## src/rtl/voice_tick_sched.sv

```systemverilog
// voice_tick_sched: programmable sample-tick divider driving a per-frame
// voice issue sequencer (one start strobe per active voice, then a mix strobe).
//
// state | meaning
// IDLE  | waiting for sample_tick to start a frame
// ISSUE | strobe voice_en for idx, arm the wait timer
// WAIT  | wait for voice_done[idx] or wait-timer expiry
// MIX   | strobe mix_en, frame complete
module voice_tick_sched #(
  parameter int unsigned IN_FREQ    = 50000000,
  parameter int unsigned OUT_FREQ   = 48000,
  parameter int unsigned NUM_VOICES = 4,
  parameter int unsigned TIMEOUT    = 255
) (
  input  logic                  clk,
  input  logic                  rst,
  input  logic [26:0]           cfg_div,
  input  logic                  cfg_load,
  input  logic [NUM_VOICES-1:0] voice_active,
  input  logic [NUM_VOICES-1:0] voice_done,
  input  logic                  err_clr,
  output logic                  sample_tick,
  output logic [NUM_VOICES-1:0] voice_en,
  output logic                  mix_en,
  output logic                  busy,
  output logic                  overrun,
  output logic [NUM_VOICES-1:0] timeout_err
);

  // A ratio below 2 would give a zero divider; clamp so the reset period is sane.
  localparam int unsigned RATIO = (IN_FREQ / OUT_FREQ >= 2) ? IN_FREQ / OUT_FREQ : 2;
  localparam logic [26:0] DIV_RST = 27'(RATIO - 1);
  localparam int IW = (NUM_VOICES > 1) ? $clog2(NUM_VOICES) : 1;
  localparam int unsigned TMO = (TIMEOUT < 1) ? 1 : TIMEOUT;
  localparam int TW = $clog2(TMO + 1);
  // Wait timer counts down from TMO-1 so expiry lands on the TMO-th WAIT cycle.
  localparam logic [TW-1:0] TMO_LOAD = TW'(TMO - 1);
  localparam logic [NUM_VOICES-1:0] ONE = NUM_VOICES'(1);

  typedef enum logic [1:0] {S_IDLE, S_ISSUE, S_WAIT, S_MIX} state_t;

  logic [26:0]           cnt_q, cnt_d, div_q, div_d;
  logic                  tick_q, tick_d;
  state_t                state_q, state_d;
  logic [IW-1:0]         idx_q, idx_d;
  logic [NUM_VOICES-1:0] mask_q, mask_d;
  logic [TW-1:0]         tmr_q, tmr_d;
  logic [NUM_VOICES-1:0] voice_en_q, voice_en_d;
  logic                  mix_en_q, mix_en_d;
  logic                  overrun_q, overrun_d;
  logic [NUM_VOICES-1:0] tmo_err_q, tmo_err_d;
  logic [IW:0]           first_set, next_above;
  logic                  advance;

  // Lowest set bit of m at or above start; MSB of the result is the found flag.
  function automatic logic [IW:0] next_set(input logic [NUM_VOICES-1:0] m, input int start);
    logic [IW:0] r;
    r = '0;
    for (int i = NUM_VOICES - 1; i >= 0; i--) begin
      if (m[i] && i >= start) r = {1'b1, IW'(i)};
    end
    return r;
  endfunction

  // Divider: wrap on terminal count, cfg_load restarts the period without a tick.
  always_comb begin
    cnt_d  = cnt_q + 27'd1;
    div_d  = div_q;
    tick_d = 1'b0;
    if (cfg_load) begin
      div_d = (cfg_div == 27'd0) ? 27'd1 : cfg_div;
      cnt_d = '0;
    end else if (cnt_q == div_q) begin
      cnt_d  = '0;
      tick_d = 1'b1;
    end
  end

  // Frame sequencer next-state, strobes and sticky error flags.
  always_comb begin
    state_d    = state_q;
    idx_d      = idx_q;
    mask_d     = mask_q;
    tmr_d      = tmr_q;
    voice_en_d = '0;
    mix_en_d   = 1'b0;
    advance    = 1'b0;
    overrun_d  = err_clr ? 1'b0 : overrun_q;
    tmo_err_d  = err_clr ? '0 : tmo_err_q;
    first_set  = next_set(voice_active, 0);
    next_above = next_set(mask_q, int'(idx_q) + 1);

    if (tick_q && state_q != S_IDLE) overrun_d = 1'b1;

    case (state_q)
      S_IDLE: begin
        if (tick_q) begin
          mask_d = voice_active;
          if (first_set[IW]) begin
            idx_d   = first_set[IW-1:0];
            state_d = S_ISSUE;
          end else begin
            state_d = S_MIX;
          end
        end
      end
      S_ISSUE: begin
        voice_en_d = ONE << idx_q;
        tmr_d      = TMO_LOAD;
        state_d    = S_WAIT;
      end
      S_WAIT: begin
        if (voice_done[idx_q]) begin
          advance = 1'b1;
        end else if (tmr_q == '0) begin
          advance   = 1'b1;
          tmo_err_d = tmo_err_d | (ONE << idx_q);
        end else begin
          tmr_d = tmr_q - 1'b1;
        end
        if (advance) begin
          if (next_above[IW]) begin
            idx_d   = next_above[IW-1:0];
            state_d = S_ISSUE;
          end else begin
            state_d = S_MIX;
          end
        end
      end
      S_MIX: begin
        mix_en_d = 1'b1;
        state_d  = S_IDLE;
      end
      default: state_d = S_IDLE;
    endcase
  end

  // State and output registers; reset aborts any frame in flight.
  always_ff @(posedge clk) begin
    if (rst) begin
      cnt_q      <= '0;
      div_q      <= DIV_RST;
      tick_q     <= 1'b0;
      state_q    <= S_IDLE;
      idx_q      <= '0;
      mask_q     <= '0;
      tmr_q      <= '0;
      voice_en_q <= '0;
      mix_en_q   <= 1'b0;
      overrun_q  <= 1'b0;
      tmo_err_q  <= '0;
    end else begin
      cnt_q      <= cnt_d;
      div_q      <= div_d;
      tick_q     <= tick_d;
      state_q    <= state_d;
      idx_q      <= idx_d;
      mask_q     <= mask_d;
      tmr_q      <= tmr_d;
      voice_en_q <= voice_en_d;
      mix_en_q   <= mix_en_d;
      overrun_q  <= overrun_d;
      tmo_err_q  <= tmo_err_d;
    end
  end

  assign sample_tick = tick_q;
  assign voice_en    = voice_en_q;
  assign mix_en      = mix_en_q;
  assign busy        = (state_q != S_IDLE);
  assign overrun     = overrun_q;
  assign timeout_err = tmo_err_q;

endmodule

```

## config.mk

```make
export PLATFORM = sky130hd
export DESIGN_NAME = voice_tick_sched
export DESIGN_NICKNAME = d
export VERILOG_FILES = /design/src/rtl/voice_tick_sched.sv
export SDC_FILE = /design/constraint.sdc
export NUM_CORES = 1
export LEC_CHECK = 0
export ABC_CLOCK_PERIOD_IN_PS = 1900
export BUFFER_PORTS_ARGS = -buffer_cell sky130_fd_sc_hd__buf_2
export CAP_MARGIN = 20
export CORE_AREA = 3 3 76 106
export CTS_BUF_LIST = sky130_fd_sc_hd__clkbuf_8 sky130_fd_sc_hd__clkbuf_16
export CTS_CLUSTER_DIAMETER = 120
export DETAILED_ROUTE_END_ITERATION = 10
export DIE_AREA = 0 0 79 109
export PLACE_DENSITY = 0.74
export SETUP_SLACK_MARGIN = 0.2
export SYNTH_ARGS = -nofsm -noshare
export SYNTH_HDL_FRONTEND = slang
export SYNTH_SLANG_ARGS = --single-unit
```

## constraint.sdc

```tcl
create_clock -name clk -period 1.9 [get_ports clk]
set_clock_uncertainty 0.1 [all_clocks]
set_input_delay 0.19 -clock clk [delete_from_list [all_inputs] [get_ports clk]]
set_output_delay 0.19 -clock clk [all_outputs]
set_load 0.02 [all_outputs]
```

==> results.py <==
metrics = {
    "routing": {
        "drtIter0Drc": 204,
        "avgViaCountPerCell": 5.77,
        "antenna_left": 0,
        "drt-pass1-iter-count": 5,
        "drc": 0,
        "wirelength_um": 10800,
        "post_drt_wl_per_cell_um": 17.9,
        "via_count": 3479,
    },
    "floorplan": {
        "ios": 51,
        "initial_core_util_pct": 51.1,
        "dieArea_sq_um": 8610,
        "core-area_sq_um": 7120,
        "rows": 36,
        "die-height_um": 109,
        "die_width_um": 79,
    },
    "cells_and_area": {
        "post_layout_nonfiller_instances": 603,
        "area_growth_pct": 43.4,
        "layout-drive-gt1-share_pct": 36.6,
        "fin_nets": 549,
        "fillers": 502,
        "diodes": 0,
        "layout_common_cells": "dfxtp_1, buf_2, xnor2_1",
        "final_common_cell": "dfxtp_1",
    },
    "setup_path": {
        "cp.required_ns": 2.06,
        "rr_endpoint": "cnt_q[13]",
        "r2r_cells": 7,
        "worstSetupStartpoint": "cnt_q[4]",
        "start_kind": "register",
        "rr_startpoint": "cnt_q[4]",
        "worstSetupPathType": "reg -> reg",
        "path_max_fanout": 13,
        "cp.arrival_ns": 2.02,
        "endpoint_kind": "register",
        "regToRegSetupSlack_ns": 0.05,
    },
    "yosys": {
        "syn_area_per_cell_sq_um": 9.16,
        "syn_area_sq_um": 3640,
        "seq_area_frac_synth_pct": 44.0,
        "synthCells": 397,
        "ys_seq_elements": 80,
        "synth_fp_nets": 443,
        "yosys.area.top_type_share_pct": 44.0,
        "synth_area_leader_cell": "dfxtp_1",
        "yosysWarnings": 0,
        "yosys-top-cells-area": "dfxtp_1, xnor2_1, a22o_1, nor2_1, nand2_1",
        "yosys_most_used_dff": "dfxtp_1",
        "synth_edf_count": 0,
        "synth-async-reset-ratio_pct": 0,
        "synth_cell_type_count": 45,
    },
    "clocking": {
        "cts_tree": "built",
        "clock_path_buffers": 2,
        "h-tree-depth": 3,
        "insertion_delay_ns": 0.37,
        "clk_pin_slew_ns": 0.09,
        "clock-root-buffer": "clkbuf_8",
        "cts_sinks": 80,
        "cts_made_buffers": 9,
    },
    "placement": {
        "dpl.hpwl_um": 6570,
        "portBuffers": 50,
        "gp_congestion": 0.866,
        "dpl.cell_count": 545,
    },
    "sta": {
        "period_needed_ns": 1.85,
        "period_share_pct": 97.5,
        "setup_violations": 0,
        "grt_setup_unrepaired": "yes",
        "finalHoldViolations": 0,
        "slew_violations": 0,
        "relSlewSlack_pct": 67.7,
        "tns_ns": 0,
        "fmax_mhz": 540,
        "tightestPinTransition_ns": 0.480,
    },
    "global_routing": {
        "grt_pass1_wl_um": 15900,
        "grt_max_degree": 27,
        "antenna_found_initial": 0,
        "grt_usage_pct": 23.8,
        "gr-total-overflow": 0,
        "grt_pass1_vias": 3335,
    },
    "worst_hold_path": {
        "hp-class": "in -> reg",
        "hold_start": "voice_active[2]",
        "hold_depth": 3,
        "min_to": "mask_q[2]",
    },
    "pwr": {
        "ir_drop_uv": 978,
        "p_leak_nw": 1.99,
        "power_density_nw_per_um2": 901,
    },
    "job": {
        "drv_cap": 0,
    },
    "status": {
        "status": "completed",
    },
}
==> cell type report <==
type	instances	area, sq um	share of cell area [%]
clock buffer	10	149	2.85
clock inverter	6	47.5	0.911
inverter	15	56.3	1.08
multi-input combinational	281	2310	44.3
sequential	80	1650	31.6
tap	95	119	2.28
timing repair buffer	116	885	17.0
==> cells by family after synthesis <==
family | synth area share [%]
compound gates | 12.6
xor+xnor | 12.8
fa+ha+maj | 2.41
buf+inv | 4.06
flops | 44.0
mux | 2.54
simple gates | 21.6
==> worst max-delay path by stage <==
stage                end  slack [ns]
5_1_grt         tmr_q[7]       -0.04
4_1_cts         tmr_q[4]        0.08
3_3_place_gp   div_q[19]        0.07
3_5_place_dp    tmr_q[7]        0.03
6_report       cnt_q[13]        0.05
2_1_floorplan   tmr_q[4]       -0.01
==> layer usage <==
layer | vias up | track usage, % | part of all wire, %
met5 | - | 0 | 0
met4 | 0 | 14.5 | 5.3
met3 | 44 | 3.97 | 4.9
met2 | 144 | 43.3 | 53
met1 | 1670 | 25.2 | 37
li1 | 1621 | - | -
==> what timing repair did <==
action | in CTS | in global routing
gates resized for setup | 14 | 77
buffers inserted | 6 | 5
gates cloned | 0 | 4
endpoints found under the setup margin | 39 | 65
endpoints found under the hold margin | 28 | 0
pin swaps | 5 | 35
hold buffers | 27 | 0
==> power by group <==
group | internal [mW] | switching, mW | total, mW
clock | 0.568 | 0.685 | 1.25
sequential | 1.80 | 0.157 | 1.95
combinational | 0.721 | 0.771 | 1.49
==> synth_stat cells, drive strengths merged, types with 2 or more instances <==
| cell | instances |
|---|---|
| ha | 7 |
| nor4 | 12 |
| mux2i | 7 |
| or4 | 4 |
| a21oi | 11 |
| buf | 5 |
| clkbuf | 16 |
| nand4 | 14 |
| nand3 | 13 |
| nor3b | 3 |
| a22oi | 3 |
| and3 | 7 |
| nor2b | 3 |
| a32oi | 2 |
| a211oi | 2 |
| a41o | 2 |
| inv | 15 |
| a311oi | 4 |
| a22o | 23 |
| nor2 | 54 |
| nor3 | 16 |
| o21ai | 4 |
| nand2 | 25 |
| xor2 | 9 |
| dfxtp | 80 |
| xnor2 | 44 |
==> per-stage QoR <==
stage	util (%)	hold WS [ns]	setup slack, ns	cell area (sq um)	power (mW)
4_1_cts	67.5	0.00408	0.0847	4800	4.29
2_1_floorplan	-	0.216	-0.0105	3790	2.60
3_5_place_dp	59.5	0.324	0.0341	4240	3.00
5_1_grt	73.3	0.0236	-0.0375	5220	4.88
3_3_place_gp	59.5	0.317	0.0704	4240	2.98
6_report	73.3	0.00798	0.0468	5220	4.70
==> flip-flops by register name (all words and copies together) (netlist names) <==
register / count
mask_q: 3
div_q: 27
overrun: 1
timeout_err: 4
sample_tick: 1
voice_en: 4
cnt_q: 27
tmr_q: 8
state_q: 2
idx_q: 2
mix_en: 1
==> critical path, stage by stage, from the launching register on <==
cell	delay, ns
dfxtp_4	0.37
buf_4	0.15
xnor2_1	0.24
nand4_1	0.12
nor2_1	0.18
a41o_2	0.34
clkbuf_16	0.21
nor2_1	0.05
No activity file was read; power rests on OpenSTA's default activity.
